`src/rtl/apb_master_bridge.sv`:
```
// ---------------------------------------------------------------------------
// apb_master_bridge
//
// Turns a valid/ready command stream into APB transfers and returns exactly
// one response pulse per command. It is the APB master: it drives the
// address/select/enable/direction/data/strobe/protection wires and samples
// read data, ready and slave error from the selected slave. A wait-state
// timeout aborts a transfer whose slave never raises pready.
//
// Parameters
//   ADDR_WIDTH  APB address width
//   DATA_WIDTH  APB data width (multiple of 8)
//   TIMEOUT     max ACCESS wait cycles before abort; 0 disables the timeout
//
// Ports
//   clk, rst                    clock (rising edge), async active-high reset
//   cmd_valid/cmd_ready         command handshake
//   cmd_addr/write/wdata/strb/prot  command fields (strobes zeroed for reads)
//   rsp_valid                   one-cycle completion pulse
//   rsp_rdata/err/timeout       response fields, all 0 when rsp_valid=0
//   paddr/psel/penable/pwrite/pwdata/pstrb/pprot   APB master outputs
//   prdata/pready/pslverr       APB slave inputs
// ---------------------------------------------------------------------------
module apb_master_bridge #(
  parameter int ADDR_WIDTH = 32,
  parameter int DATA_WIDTH = 32,
  parameter int TIMEOUT    = 16
) (
  input  logic                    clk,
  input  logic                    rst,
  input  logic                    cmd_valid,
  output logic                    cmd_ready,
  input  logic [ADDR_WIDTH-1:0]   cmd_addr,
  input  logic                    cmd_write,
  input  logic [DATA_WIDTH-1:0]   cmd_wdata,
  input  logic [DATA_WIDTH/8-1:0] cmd_strb,
  input  logic [2:0]              cmd_prot,
  output logic                    rsp_valid,
  output logic [DATA_WIDTH-1:0]   rsp_rdata,
  output logic                    rsp_err,
  output logic                    rsp_timeout,
  output logic [ADDR_WIDTH-1:0]   paddr,
  output logic                    psel,
  output logic                    penable,
  output logic                    pwrite,
  output logic [DATA_WIDTH-1:0]   pwdata,
  output logic [DATA_WIDTH/8-1:0] pstrb,
  output logic [2:0]              pprot,
  input  logic [DATA_WIDTH-1:0]   prdata,
  input  logic                    pready,
  input  logic                    pslverr
);

  localparam int STRB_WIDTH = DATA_WIDTH / 8;
  // Counter is sized to hold TIMEOUT; a 1-bit dummy when the timeout is off.
  localparam int CNT_WIDTH  = (TIMEOUT > 0) ? $clog2(TIMEOUT + 1) : 1;
  localparam logic [CNT_WIDTH-1:0] TIMEOUT_LIM = CNT_WIDTH'(TIMEOUT);

  localparam logic [1:0] ST_IDLE   = 2'd0;
  localparam logic [1:0] ST_SETUP  = 2'd1;
  localparam logic [1:0] ST_ACCESS = 2'd2;

  logic [1:0]            state_q, state_d;
  logic [ADDR_WIDTH-1:0] addr_q, addr_d;
  logic                  write_q, write_d;
  logic [DATA_WIDTH-1:0] wdata_q, wdata_d;
  logic [STRB_WIDTH-1:0] strb_q, strb_d;
  logic [2:0]            prot_q, prot_d;
  logic [CNT_WIDTH-1:0]  wait_q, wait_d;
  logic                  rsp_valid_q, rsp_valid_d;
  logic [DATA_WIDTH-1:0] rsp_rdata_q, rsp_rdata_d;
  logic                  rsp_err_q, rsp_err_d;
  logic                  rsp_timeout_q, rsp_timeout_d;

  logic cmd_accept;
  logic timeout_hit;

  // Ready is combinational from pready so a new command can be taken in the
  // completing ACCESS cycle, giving back-to-back transfers with one SETUP gap.
  // Held low during reset so every output reads 0 while rst is asserted.
  assign cmd_ready  = !rst && ((state_q == ST_IDLE) ||
                               ((state_q == ST_ACCESS) && pready));
  assign cmd_accept = cmd_valid && cmd_ready;

  // The limit is hit in the ACCESS cycle that would bring the wait count up
  // to TIMEOUT; pready in that same cycle still completes normally.
  assign timeout_hit = (TIMEOUT != 0) && !pready &&
                       ((wait_q + CNT_WIDTH'(1)) == TIMEOUT_LIM);

  assign psel        = (state_q != ST_IDLE);
  assign penable     = (state_q == ST_ACCESS);
  assign paddr       = addr_q;
  assign pwrite      = write_q;
  assign pwdata      = wdata_q;
  assign pstrb       = strb_q;
  assign pprot       = prot_q;
  assign rsp_valid   = rsp_valid_q;
  assign rsp_rdata   = rsp_rdata_q;
  assign rsp_err     = rsp_err_q;
  assign rsp_timeout = rsp_timeout_q;

  // Next-state logic: FSM, command capture, wait counter and response.
  // Response fields default to 0 so they are only non-zero with rsp_valid.
  always_comb begin
    state_d       = state_q;
    addr_d        = addr_q;
    write_d       = write_q;
    wdata_d       = wdata_q;
    strb_d        = strb_q;
    prot_d        = prot_q;
    wait_d        = wait_q;
    rsp_valid_d   = 1'b0;
    rsp_rdata_d   = '0;
    rsp_err_d     = 1'b0;
    rsp_timeout_d = 1'b0;

    case (state_q)
      ST_IDLE: begin
        if (cmd_accept) state_d = ST_SETUP;
      end
      ST_SETUP: begin
        state_d = ST_ACCESS;
        wait_d  = '0;
      end
      ST_ACCESS: begin
        if (pready) begin
          rsp_valid_d = 1'b1;
          rsp_rdata_d = write_q ? '0 : prdata;
          rsp_err_d   = pslverr;
          state_d     = cmd_accept ? ST_SETUP : ST_IDLE;
        end else if (timeout_hit) begin
          rsp_valid_d   = 1'b1;
          rsp_err_d     = 1'b1;
          rsp_timeout_d = 1'b1;
          state_d       = ST_IDLE;
        end else begin
          wait_d = wait_q + CNT_WIDTH'(1);
        end
      end
      default: state_d = ST_IDLE;
    endcase

    // Command fields are frozen here and held through SETUP and ACCESS.
    if (cmd_accept) begin
      addr_d  = cmd_addr;
      write_d = cmd_write;
      wdata_d = cmd_wdata;
      strb_d  = cmd_write ? cmd_strb : '0;
      prot_d  = cmd_prot;
    end
  end

  // State registers; async reset aborts any bus transfer immediately.
  always_ff @(posedge clk or posedge rst) begin
    if (rst) begin
      state_q       <= ST_IDLE;
      addr_q        <= '0;
      write_q       <= 1'b0;
      wdata_q       <= '0;
      strb_q        <= '0;
      prot_q        <= '0;
      wait_q        <= '0;
      rsp_valid_q   <= 1'b0;
      rsp_rdata_q   <= '0;
      rsp_err_q     <= 1'b0;
      rsp_timeout_q <= 1'b0;
    end else begin
      state_q       <= state_d;
      addr_q        <= addr_d;
      write_q       <= write_d;
      wdata_q       <= wdata_d;
      strb_q        <= strb_d;
      prot_q        <= prot_d;
      wait_q        <= wait_d;
      rsp_valid_q   <= rsp_valid_d;
      rsp_rdata_q   <= rsp_rdata_d;
      rsp_err_q     <= rsp_err_d;
      rsp_timeout_q <= rsp_timeout_d;
    end
  end

endmodule

```
`config.mk`:
```
export PLATFORM = sky130hd
export DESIGN_NAME = apb_master_bridge
export DESIGN_NICKNAME = d
export VERILOG_FILES = /design/src/rtl/apb_master_bridge.sv
export SDC_FILE = /design/constraint.sdc
export NUM_CORES = 1
export LEC_CHECK = 0
export ABC_AREA = 1
export CAP_MARGIN = 20
export CORE_UTILIZATION = 43
export DETAILED_ROUTE_END_ITERATION = 8
export GPL_TIMING_DRIVEN = 0
export PLACE_DENSITY = 0.86
export SETUP_SLACK_MARGIN = 0.4
export SYNTH_ARGS = -nofsm -noshare
export SYNTH_HDL_FRONTEND = slang
export SYNTH_SLANG_ARGS = --single-unit
```
`constraint.sdc`:
```
create_clock -name clk -period 9.05 [get_ports clk]
set_input_delay 1.81 -clock clk [delete_from_list [all_inputs] [get_ports clk]]
set_output_delay 1.81 -clock clk [all_outputs]
set_load 0.005 [all_outputs]
```
==> results of run 1 <==
==> final cells by class <==
cell class,instances,area share (%)
inverter,49,2.51
multi-input combinational,311,17.1
tap,133,2.24
sequential,114,38.4
buffer,19,1.53
timing repair buffer,219,29.7
clock buffer,21,6.04
clock inverter,11,2.46
==> state kept, by name, indices dropped and copies added (netlist names), 2 cells and up <==
register,count
paddr,32
pprot,3
pstrb,4
pwdata,32
rsp_rdata,32
state_q,2
wait_q,5
==> cell families after synthesis <==
family / Yosys count / share of synthesized area [%]
AND/OR/NAND/NOR: 300 / 26.5
adder cells (fa/ha/maj): 6 / 1.70
buffers and inverters: 68 / 6.73
AO/OA/AOI/OAI: 5 / 0.565
flip-flops: 114 / 64.5
==> power groups by stage <==
stage	Sequential [mW]	Clock, mW	Combinational [mW]
after CTS	0.773	0.719	0.709
after global placement	0.767	0	0.673
final	0.773	0.708	0.702
after global routing	0.792	0.740	0.770
after floorplan	0.786	0	0.219
after detailed placement	0.777	0	0.697
==> stage by stage <==
step | worst slack [ns] | area, sq um | power [mW] | util [%] | hold WS (ns)
floorplan | 4.22 | 4430 | 1.00 | - | 0.472
global placement | 2.69 | 6770 | 1.44 | 68.7 | 0.461
detailed placement | 3.93 | 6800 | 1.47 | 69.0 | 0.464
CTS | 3.89 | 7440 | 2.20 | 75.4 | 0.479
global route | 3.86 | 7440 | 2.30 | 75.4 | 0.492
finish | 3.88 | 7440 | 2.18 | 75.4 | 0.478
==> worst max-delay path by stage <==
stage	cells after the start	start	to	slack, ns
after detailed placement	6	pready	cmd_ready	3.93
final	6	pready	cmd_ready	3.88
after global routing	6	pready	cmd_ready	3.86
after CTS	6	pready	cmd_ready	3.89
after floorplan	1	rst	paddr[0]	4.22
after global placement	2	rst	paddr[22]	2.69
==> synth_stat cells (all sizes together) <==
master	number
buf	15
clkbuf	4
dfrtp	114
ha	6
inv	49
nand2	244
nand3	9
nand4	9
nor2	38
o21ai	5
==> metal layers <==
layer  share of wire [%]  GRT usage (%)  vias to the layer above
met5                   0              0                        -
met4                 2.7           12.7                        0
met3                 8.1           8.00                       33
met2                  52           43.4                      206
met1                  37           25.4                     1931
li1                    -              -                     1954
==> worst min-delay path, stage by stage (launching register included) <==
cell and delay, ns:
dfrtp_1 0.34, nand2_1 0.05, nand2_1 0.05
==> layout by cell type, fill, tap and decap left out <==
master,count
clkbuf_8,3
clkinvlp_4,1
inv_4,1
o21ai_0,5
buf_16,1
nand2_1,243
dfrtp_1,114
ha_1,6
inv_2,2
clkdlybuf4s50_1,218
inv_1,46
nand4_1,9
buf_8,1
buf_6,1
clkbuf_1,6
clkinv_2,5
nor2_4,1
clkbuf_16,16
nand2_4,1
nand3_1,9
buf_2,10
buf_4,3
nor2_1,37
bufinv_16,5
==> results.md, run 1 <==
- Number of nets produced by synthesis: about 610
- Post-Layout Cell Count: roughly 880
- Antenna violations before repair: 0
- DRT Wirelength: 12.7 mm
- Pint: around 1.6 mW
- Total routing usage reported by global routing: between 20 and 25%
- Crit Path Class: in -> out
- Post-CTS Hold Fix Bufs: 0
- Area added between synthesis and finish: 68.0%
- Critical path arrival: 3.36 ns
- Number of distinct library cells after synthesis: 16
- Delay of the slowest cell on the worst path: around 0.54 ns
- Fill cells: 663
- Total half-perimeter wirelength after legalization and detailed placement: around 9 mm
- Worst voltage drop across the vdd grid: between 150 and 200 uV
- Count of inserted antenna diode cells: 0
- Top-level I/O count: approximately 220
- Clock group share of total power: about 32%
- Final weighted congestion in routability-driven placement: 0.875
- Number of port buffers: between 200 and 250
- Post-Syn Area per Cell: between 8 and 9 sq um
- Startpoint types: primary input
- Relative max-transition margin: roughly two fifths
- Result of the run: completed
- Vias in the first global route: just over 4000
- Share of final-layout standard cells stronger than drive strength 1: 6.85%
- Post-cts resize count: 0
- Syn Std Cell Area: 4430 sq um
- Starting density of the core: 44.9%
- Final critical-path share of the clock period: between 50% and 60%
- Worst Hold Depth: 2
- Static leakage: between 3 and 4 nW
- NetSw: between 600 and 700 uW
- Maximum fanout encountered on the critical timing path: 4
- Height of the die: a little over 100 um
- Yosys warns: 0
- Pin count of the biggest net entering global routing: 70
- Number of placed cells counting well taps: roughly 850
- R2R cell count: 10
- Standard cell core area: just under 10000 sq um
- Final Hold Violating Endpoints: 0
- Area leader, netlist: dfrtp_1
- Footprint of the multi-input gates: about 1300 sq um
- Relative contribution of sequential cells to total power: 35.4%
- Standard cell with the maximum stage delay on the critical path: clkdlybuf4s50_1
- Critical Path, Cell by Cell: clkdlybuf4s50_1 > nand2_1 > inv_2 > nor2_1 > nor2_4 > clkdlybuf4s50_1
- Fin nets: ~850
- Data required, critical path: a little over 7 ns
- Post-route clock skew: between 0.004 and 0.005 ns
- Area of all sequential standard cells: roughly 2900 sq um
- Cells after synthesis: slightly below 500
- DR pass1 iterations: 6
- Max clock buf depth: 2
- Total number of vias: 4124
- Number of H-tree levels: 4
- Die outline area: 10700 sq um
- Number of rows created at floorplan: 36
- Sort of element at the end of the critical path: output port
- Clock insertion delay at the later pin of the skew report: around 0.52 ns
- TritonCTS clock tree: done
- Worst hold path endpoint: pwdata[6]
- Capture instance of the worst register-to-register path: paddr[30]
- Max-Cap Viols: 0
- Vias per inst: 4.70
- Hold WC Path Type: reg -> reg
- Final Critical Period: between 5 and 6 ns
- Transition time at the pin with the least slew margin: between 0.8 and 0.9 ns
- Remaining routing DRC violations: 0
- Worst path buffer plus inverter count: 3
- Max Fclk: a little under 0.2 GHz
- Unrepaired setup endpoints after global routing: no
- Global route total overflow: 0
- Startpoint of the most critical hold path: pwdata[6]
- Switching power as a share of total power: between 20% and 30%
- Logic pwr share: about a third
- Global-route wire length before repair: 19.1 mm
- CTS Buf Count: 17
- Clock transition at the registers of the reported paths: ~0.05 ns
- Setup_tns: 0 ns
- Leading cell types by total area after synthesis: dfrtp_1 64%, nand2_1 21%, inv_1 4.0%
- Horizontal die dimension: 103 um
- Clock Sink Count: roughly 110
- Cell area power density: about 290 nW/um^2
- Worst path top cell family by delay: buffers and inverters
- Routed len/inst: around 14 um
- Worst-case register-to-register setup slack: between 7 and 8 ns
- Root Buffer: clkbuf_8
- Number of pins exceeding their max-slew limit in the final report: 0
- Share of Yosys cell area claimed by the top area cell type: between 60% and 70%
- Seq/Total Area, Yosys: between 60% and 70%
- Number of setup violations in the final report: 0
- Post-CTS Setup Repair Bufs: 0
- Cell seen most often among critical-path stages: clkdlybuf4s50_1
- Initial DRC count: ~110
- Flops & latches, synth: roughly 110
- Worst flop-to-flop path startpoint: state_q[0]
- Number of antenna-violating nets in the routed design: 0
No activity file was read; power rests on OpenSTA's default activity.
==> run 2: changes to the inputs <==
- CORE_UTILIZATION: 43 -> 40
- PLACE_DENSITY: 0.86 -> 0.81
- clock period: 9.05 -> 4.85 ns (I/O delays scaled with it)
==> run 2 against run 1 <==
Compared with the run above: global-route usage shrank 0.90 points; first-iteration DRC count grew 110%; wire length shrank 1.5%; count of clock-buffer cells in the layout shrank 1; worst hold slack gained 0.00058 ns; highest routed layer unchanged.
==> results.md, run 2 (same netlist as run 1, synthesis figures left out) <==
- CTS Buf Count: 17
- Final design instance area without fill: between 7000 and 8000 sq um
- Final critical-path share of the clock period: a little under three quarters
- Delay of the slowest cell on the worst path: 0.54 ns
- Placed inst area: 6810 sq um
- Root Buffer: clkbuf_8
- Final weighted congestion in routability-driven placement: approximately 0.83
- Horizontal die dimension: approximately 110 um
- Startpoint types: primary input
- Max clock buf depth: 2
- Clock Sink Count: ~110
- Standard cell core area: 10800 sq um
- DR pass1 iterations: 4
- Fill cells: roughly 860
- Clock insertion delay at the later pin of the skew report: just over 0.5 ns
- Count of inserted antenna diode cells: 0
- Number of placed cells counting well taps: around 850
- Max-Cap Viols: 0
- Starting density of the core: around two fifths
- R2R cell count: 11
- Area of all sequential standard cells: around 2900 sq um
- Share of final-layout standard cells stronger than drive strength 1: between 6 and 7%
- Number of antenna-violating nets in the routed design: 0
- Unrepaired setup endpoints after global routing: no
- Worst voltage drop across the vdd grid: around 290 uV
- Area added between synthesis and finish: 66.9%
- Routed len/inst: approximately 14 um
- Critical Path, Cell by Cell: clkdlybuf4s50_1 > nand2_1 > inv_2 > nor2_1 > nor2_4 > clkdlybuf4s50_1
- Global-route wire length before repair: 20.3 mm
- Number of setup violations in the final report: 0
- Height of the die: 107 um
- Fin nets: approximately 850
- Pin count of the biggest net entering global routing: just over 70
- Static leakage: 3.78 nW
- Sort of element at the end of the critical path: output port
- Most common library cell in the layout ignoring fill and taps: nand2_1
- Total half-perimeter wirelength after legalization and detailed placement: ~9 mm
- Standard cell with the maximum stage delay on the critical path: clkdlybuf4s50_1
- Final Hold Violating Endpoints: 0
- Worst flop-to-flop path startpoint: state_q[0]
- Launch point of the worst path: pready
- Post-route clock skew: between 0.007 and 0.008 ns
- Number of rows created at floorplan: 38
- Footprint of the multi-input gates: 1270 sq um
- Cell seen most often among critical-path stages: clkdlybuf4s50_1
- Leading cell types in the layout, fill and taps excluded: 243 x nand2_1, 218 x clkdlybuf4s50_1, 114 x dfrtp_1
- TritonCTS clock tree: done
- Post-cts resize count: 0
- Crit Path Class: in -> out
- Global route total overflow: 0
- Max Fclk: a little under 0.3 GHz
- Cell area power density: 534 nW/um^2
- Capture instance of the worst register-to-register path: pwdata[11]
- Vias in the first global route: 4319
- Number of port buffers: 218
- Transition time at the pin with the least slew margin: 0.554 ns
- Antenna violations before repair: 0
- Number of H-tree levels: 4
- Vias per inst: roughly 4.6
- Total routing usage reported by global routing: about a quarter
- Final Critical Period: roughly 3.5 ns
- DRT Wirelength: ~13 mm
- Worst-case register-to-register setup slack: approximately 2.8 ns
- Total number of vias: 4041
- Die outline area: about 11000 sq um
- Initial DRC count: between 200 and 250
- Hold WC Path Type: reg -> reg
- Relative max-transition margin: a little over three fifths
- Top-level I/O count: between 200 and 250
- Remaining routing DRC violations: 0
- Critical path arrival: 2.48 ns
- Post-Layout Cell Count: around 880
- Post-CTS Hold Fix Bufs: 0
- Result of the run: completed
- Number of pins exceeding their max-slew limit in the final report: 0
- Data required, critical path: between 3 and 4 ns
- Maximum fanout encountered on the critical timing path: 4
- Post-CTS Setup Repair Bufs: 0
- Crit path capture: cmd_ready
- Clock transition at the registers of the reported paths: roughly 0.050 ns
==> run 2: cell types whose count changed in the layout (fill, tap and decap cells not counted), sizes merged <==
| cell | before | now |
|---|---|---|
| clkinvlp | 1 | 3 |
| clkbuf | 25 | 24 |
| bufinv | 5 | 3 |
==> run 2: worst min-delay path by stage <==
stage	from	endpoint	slack (ns)	cells after the start
finish	pwdata[10]	pwdata[10]	0.48	2
global placement	paddr[5]	paddr[5]	0.46	2
detailed placement	paddr[25]	paddr[25]	0.47	2
floorplan	paddr[0]	paddr[0]	0.47	2
CTS	paddr[5]	paddr[5]	0.48	2
global route	pwdata[17]	pwdata[17]	0.49	2
==> run 2: layout make-up <==
cell class	count	area share, %
inverters	49	2.52
well taps	140	2.37
repair buffers	219	29.9
flip-flops and latches	114	38.6
clock buffers	20	5.90
clock inverters	11	1.86
plain buffers	19	1.54
multi-input cells	311	17.3
==> run 2: routing by layer <==
layer | part of all wire, % | up-vias | track usage, %
met5 | 0 | - | 0
met1 | 37 | 1861 | 25.0
met2 | 51 | 188 | 40.3
met4 | 3.6 | 0 | 12.5
li1 | - | 1948 | -
met3 | 8.4 | 44 | 8.39
==> run 2: stage by stage <==
stage	setup TNS [ns]	worst slack, ns	hold slack (ns)	total power, mW	utilization (%)
floorplan	0	0.864	0.472	1.88	-
global placement	-76.65	-0.680	0.460	2.69	62.8
detailed placement	0	1.43	0.465	2.75	63.1
CTS	0	1.41	0.479	3.98	68.4
global route	0	1.33	0.491	4.19	68.4
finish	0	1.40	0.478	3.95	68.4
==> run 2: where the power goes <==
part,internal (mW),total [mW],switching [mW],leakage [nW]
registers,1.27,1.44,0.177,1.48
logic,0.772,1.30,0.532,2.02
clock network,0.786,1.20,0.412,0.276
total,2.82,3.95,1.12,3.78
==> run 2: worst max-delay path: cells and delay by family <==
kind          cells  cell delay (ns)
simple gates      3             0.34
buf+inv           3             1.16
